### config.mk
export PLATFORM = sky130hd
export DESIGN_NAME = mem_arbiter
export DESIGN_NICKNAME = d
export VERILOG_FILES = /design/src/rtl/mem_arbiter.sv
export SDC_FILE = /design/constraint.sdc
export NUM_CORES = 1
export LEC_CHECK = 0
export CAP_MARGIN = 30
export CORE_AREA = 3 3 104 106
export CTS_CLUSTER_DIAMETER = 100
export DETAILED_ROUTE_END_ITERATION = 8
export DIE_AREA = 0 0 107 109
export HOLD_SLACK_MARGIN = 0.1
export PLACE_DENSITY = 0.75
export SLEW_MARGIN = 10
export SYNTH_ARGS = -nofsm -noshare
export SYNTH_HDL_FRONTEND = slang
export SYNTH_SLANG_ARGS = --single-unit
### constraint.sdc
create_clock -name CLK -period 6.85 [get_ports CLK]
set_clock_uncertainty 0.05 [all_clocks]
set_input_delay 2.055 -clock CLK [delete_from_list [all_inputs] [get_ports CLK]]
set_output_delay 2.055 -clock CLK [all_outputs]
set_load 0.01 [all_outputs]
### src/rtl/mem_arbiter.sv
// Single-port RAM arbiter between the MIPS fetch path and the load/store path.
// Define ARB_STATS_EN to compile in the icnt/dcnt/stallcnt statistics ports and counters.
module mem_arbiter #(
    parameter int unsigned TIMEOUT = 255,
    parameter int unsigned CNT_W   = 32
) (
    input  logic              CLK,
    input  logic              RST,
    input  logic              iREN,
    input  logic [31:0]       iaddr,
    output logic              iwait,
    output logic [31:0]       iload,
    input  logic              dREN,
    input  logic              dWEN,
    input  logic [31:0]       daddr,
    input  logic [31:0]       dstore,
    output logic              dwait,
    output logic [31:0]       dload,
    input  logic              halt,
    output logic              ramREN,
    output logic              ramWEN,
    output logic [31:0]       ramaddr,
    output logic [31:0]       ramstore,
    input  logic [31:0]       ramload,
    input  logic              ram_ready,
    output logic              err
`ifdef ARB_STATS_EN
    ,
    output logic [CNT_W-1:0]  icnt,
    output logic [CNT_W-1:0]  dcnt,
    output logic [CNT_W-1:0]  stallcnt
`endif
);

    typedef enum logic [1:0] {IDLE, IGRANT, DGRANT, ERR} state_t;

    if (TIMEOUT < 1 || TIMEOUT > 65535) begin : g_bad_timeout
        $error("mem_arbiter: TIMEOUT must be in 1..65535");
    end
    if (CNT_W < 1) begin : g_bad_cnt_w
        $error("mem_arbiter: CNT_W must be at least 1");
    end

    state_t      state;
    logic [15:0] tcnt;
    logic        d_req;
    logic        i_done;
    logic        d_done;
    logic        timed_out;

    assign d_req     = dREN || dWEN;
    assign i_done    = (state == IGRANT) && iREN && ram_ready;
    assign d_done    = (state == DGRANT) && d_req && ram_ready;
    // The stall that brings the count up to TIMEOUT is the one that faults.
    assign timed_out = (tcnt == 16'(TIMEOUT - 1));

    // NOTE: synchronous reset lives inside the clocked block, and all state uses <=.
    always_ff @(posedge CLK) begin
        if (RST) begin
            state <= IDLE;
            tcnt  <= '0;
        end else begin
            case (state)
                IDLE: begin
                    tcnt <= '0;
                    if (dREN && dWEN)       state <= ERR;
                    else if (d_req)         state <= DGRANT;
                    else if (iREN && !halt) state <= IGRANT;
                end
                IGRANT: begin
                    if (!iREN || ram_ready) state <= IDLE;
                    else if (timed_out)     state <= ERR;
                    else                    tcnt  <= tcnt + 16'd1;
                end
                DGRANT: begin
                    if (!d_req || ram_ready) state <= IDLE;
                    else if (timed_out)      state <= ERR;
                    else                     tcnt  <= tcnt + 16'd1;
                end
                default: state <= ERR;
            endcase
        end
    end

    // NOTE: every output gets a default first so no latch is inferred.
    always_comb begin
        ramREN   = 1'b0;
        ramWEN   = 1'b0;
        ramaddr  = '0;
        ramstore = '0;
        case (state)
            IGRANT: begin
                ramREN  = iREN;
                ramaddr = iaddr;
            end
            DGRANT: begin
                ramREN   = dREN;
                ramWEN   = dWEN;
                ramaddr  = daddr;
                ramstore = dstore;
            end
            default: ;
        endcase
    end

    assign err   = (state == ERR);
    assign iwait = (iREN && !((state == IGRANT) && ram_ready)) || err;
    assign dwait = (d_req && !((state == DGRANT) && ram_ready)) || err;
    assign iload = i_done ? ramload : '0;
    assign dload = (d_done && dREN) ? ramload : '0;

`ifdef ARB_STATS_EN
    // Saturating counters: they stop at all-ones instead of wrapping.
    always_ff @(posedge CLK) begin
        if (RST) begin
            icnt     <= '0;
            dcnt     <= '0;
            stallcnt <= '0;
        end else begin
            if (i_done && icnt != '1)             icnt     <= icnt + CNT_W'(1);
            if (d_done && dcnt != '1)             dcnt     <= dcnt + CNT_W'(1);
            if (iwait && !halt && stallcnt != '1) stallcnt <= stallcnt + CNT_W'(1);
        end
    end
`endif

endmodule

* Word-level counts from Yosys, hierarchy flattened
Index checks and enable logic that the tools add are counted. W data, S select, Z words.
Operators by class: $add $sub $neg 1, equality and inequality tests 7, muxes and demuxes 17, reductions and logical operators 24
Operators by type and width (number):
- $mux W32 | 3
- $pmux W32 S2 | 1
- $mux W16 | 3
- $pmux W16 S3 | 1
- $add A16 B1 Y16 const B | 1
- $eq A16 B8 Y1 const B | 1
- $mux W2 | 6
- $logic_and A1 B1 Y1 | 11
- $pmux W2 S3 | 1
- $logic_not A1 Y1 | 5
- $logic_or A1 B1 Y1 | 5
- $eq A2 B2 Y1 const B | 2
- $ne A2 B2 Y1 const B | 2
- $ne A4 B4 Y1 const B | 1
- $reduce_and A3 Y1 | 1
- $reduce_bool A3 Y1 | 1
- $eq A2 B1 Y1 const B | 1
- $logic_not A2 Y1 | 1
- $pmux W1 S2 | 1
- $mux W1 | 1
Storage, ports and cells: flip-flop bits (word level) 18, input port bits 135, output and inout bits 133, logic and storage cells 51

* Longest topological paths before layout
depth in word-level cells 6, mapped depth 8, depth with buffers taken out 6

* Worst setup path after synthesis
OpenSTA, ideal clock, no wires.
kind input to output, start point input dREN, end point output dload[10], arrival 3.054 ns, required time 4.745 ns, path slack 1.691 ns, cell stages on the path 5, path buffers 1, path through inv_1 -> ha_1 -> nor3_1 -> clkbuf_1 -> and2_1
Between the ends: cells in the longest elaborated chain, start to end 5
RTL lines:
- from (decl) | line 13 | input logic dREN,
- $logic_or A1 B1 Y1 | line 51 | assign d_req = dREN || dWEN;
- $logic_and A1 B1 Y1 (2 in series) | line 53 | assign d_done = (state == DGRANT) && d_req && ram_ready;
- $logic_and A1 B1 Y1 (*) | line 110 | assign dload = (d_done && dREN) ? ramload : '0;
- $mux W32 (*) | line 110
- to (decl) | line 18 | output logic [31:0] dload,
Every way passes the cells marked *; elsewhere a longest branch is shown, timed or not.

* Worst setup path in the final report
start point input dWEN, end point output dload[16]
Between the ends: cells in the longest elaborated chain, start to end 5
RTL lines:
- from (decl) | line 14 | input logic dWEN,
- $logic_or A1 B1 Y1 | line 51
- $logic_and A1 B1 Y1 (2 in series) | line 53
- $logic_and A1 B1 Y1 | line 110
- $mux W32 | line 110
No other way between the ends.

==> results.json <==
{
  "netlist_area_mm2": 0.002341,
  "top_layer": "met4",
  "synth_top_area_cell": "and2_1",
  "cts_max_level": 1,
  "area_delta_synth_final_pct": 122.2,
  "slew_violations": 0,
  "dp_hpwl_um": 9226,
  "vias": 3342,
  "ir_worst_vdd_v": 0.00009996,
  "worstSkewPairLatency_ps": 250,
  "rows": 36,
  "slew_headroom_pct": 46.55,
  "io_pins": 268,
  "powerDensity_mw_per_mm2": 135.1,
  "die_y_um": 109,
  "synth_top_area_share_pct": 26.46,
  "ys_top_cells_by_area": "and2_1 26%, dfxtp_1 15%, a22oi_1 10%",
  "initial_core_util_pct": 23.73,
  "cts_hold_buf": 0,
  "cts_inserted_buffers": 3,
  "reg2reg_slack_ps": 4440,
  "diodes": 0,
  "synthesis.nets": 481,
  "synth.top_cells.by_count": "99 x and2_1, 32 x a22oi_1, 32 x nor2_1, 25 x clkbuf_1, 18 x dfxtp_1",
  "crit_type": "in -> out",
  "syn_avg_cell_area_um2": 6.926,
  "max_freq_mhz": 162.2,
  "cts_setup_buffers": 0,
  "hold_violations": 0,
  "wl_per_cell_um": 15.57,
  "dr_wl_met3_um": 694,
  "nNetsFinal": 733,
  "ff2ff_path_depth": 6,
  "post-route-util_pct": 52.73,
  "synth_edf_count": 0,
  "ys_seq_area_share_pct": 15.39,
  "required_ps": 4740,
  "drtAntennaViolNets": 0,
  "whs_ps": 441.8,
  "dp_slack_ps": 680.7,
  "cellLeakagePower_nw": 1.816,
  "drt_iter0_drc": 151,
  "cap_violations": 0,
  "track_usage_pct": 18.11,
  "vias_per_cell": 4.635,
  "final_area_mm2": 0.005201,
  "n_fill_cell": 896,
  "startpoint_type": "primary input",
  "synthFlopType": "dfxtp_1",
  "finalCritPeriodShare_pct": 90.02,
  "grt-ovfl-total": 0,
  "synth_warnings": 0,
  "coreArea_mm2": 0.009864,
  "cts.repair.resized": 0,
  "met2WireLength_um": 5926,
  "drtPass1Iterations": 4,
  "hold_end": "tcnt[15]$_SDFFE_PP0P_",
  "die_w_um": 107,
  "status": "complete, no violations",
  "rsz0062_at_grt": "no",
  "grt_pass1_wl_um": 17130,
  "wl_um": 11230,
  "drive_gt1_share_pct": 3.061,
  "drt-met1-wl_um": 4491,
  "io_buffer_count": 267,
  "cp_max_fo": 32,
  "setup_viol": 0,
  "tns_ps": 0,
  "route.detailed.drc": 0,
  "worstSetupEndpointType": "output pin",
  "hp-start": "tcnt[15]$_SDFFE_PP0P_",
  "synthArstFlopShare_pct": 0,
  "max_slew.worst_pin.slew_ps": 795.8,
  "numClockSinks": 18,
  "cts-root-buf": "clkbuf_8",
  "grt_pass1_vias": 3365,
  "hold_class": "reg -> reg",
  "ys_seq_elements": 18,
  "clk_path_buf_depth": 2,
  "setup_slack_ps": 683.7,
  "cts_tree": "yes",
  "whs_path_depth": 2,
  "place.gp.congestion": 0.8336,
  "grt_max_degree": 70,
  "clkTransAtPathRegs_ps": 70,
  "placedInstanceArea_mm2": 0.005140,
  "ys_types": 44,
  "fin_crit_ps": 6166,
  "syn-instance-count": 338,
  "yosysMostFrequentCell": "and2_1",
  "grt_antenna_before_repair": 0,
  "arrival_ps": 4060,
  "r2r-start": "state[0]$_SDFFE_PP0P_",
  "fp.dieArea_mm2": 0.01166,
  "rr_endpoint": "tcnt[5]$_SDFFE_PP0P_"
}
## kinds of logic after synthesis
kind of cell	Yosys count	synth area share (%)
flops	18	15.39
buf+inv	40	6.734
mux	10	4.276
fa+ha+maj	8	4.276
compound gates	61	18.76
simple gates	201	50.56
## report_power, final
group | internal (mW) | total (mW) | switching (mW)
logic | 0.272 | 0.512 | 0.240
clock network | 0.0391 | 0.0748 | 0.0357
registers | 0.110 | 0.116 | 0.00559
total | 0.421 | 0.703 | 0.281
## layout by cell type (no fill, tap or decap), types with 3 or more instances in the layout
cell / instances
clkdlybuf4s50_1: 267
and2_1: 99
a22oi_1: 32
nor2_1: 32
dfxtp_1: 18
nand3_1: 16
inv_1: 13
nand2_1: 13
mux2i_1: 10
nand3b_1: 9
a21oi_1: 7
nor4_1: 7
ha_1: 7
o21ai_0: 6
nand2b_1: 4
buf_4: 4
o211ai_1: 3
o31ai_1: 3
clkbuf_8: 3
## sequential cells by signal, summed over array words and instances, names as in the netlist
signal and count:
state 2, tcnt 16
## routing by layer
metal	global-route usage (%)	vias up
met3	4.737	10
met1	21.22	1530
met2	33.86	126
met4	2.557	0
met5	0	-
li1	-	1676
## final cells by class
class	instances	area (µm²)	share of cell area (%)
well taps	133	166.4	3.199
repair buffers	273	2750	52.87
inverters	14	52.55	1.010
clock buffers	3	41.29	0.7938
multi-input cells	280	1831	35.19
flip-flops and latches	18	360.3	6.928
## worst max-delay path by stage
stage | from | endpoint | slack, ps
after floorplan | dREN | dload[10] | 1690
after detailed placement | dWEN | dload[16] | 680
final | dWEN | dload[16] | 680
after CTS | dWEN | dload[16] | 680
after global routing | dWEN | dload[16] | 590
after global placement | dWEN | dload[28] | 730
## metrics by stage
step / total power [mW] / std cells
after floorplan: 0.3544 / 338
after global placement: 0.5973 / 716
after detailed placement: 0.6216 / 717
after CTS: 0.6999 / 720
after global routing: 0.7530 / 721
final: 0.7028 / 721
## worst max-delay path: stages
cell and delay (ps):
clkdlybuf4s50_1 500, inv_1 80, ha_1 230, nor3_2 180
buf_4 280, and2_1 160, clkdlybuf4s50_1 560
No activity file was read; power rests on OpenSTA's default activity.
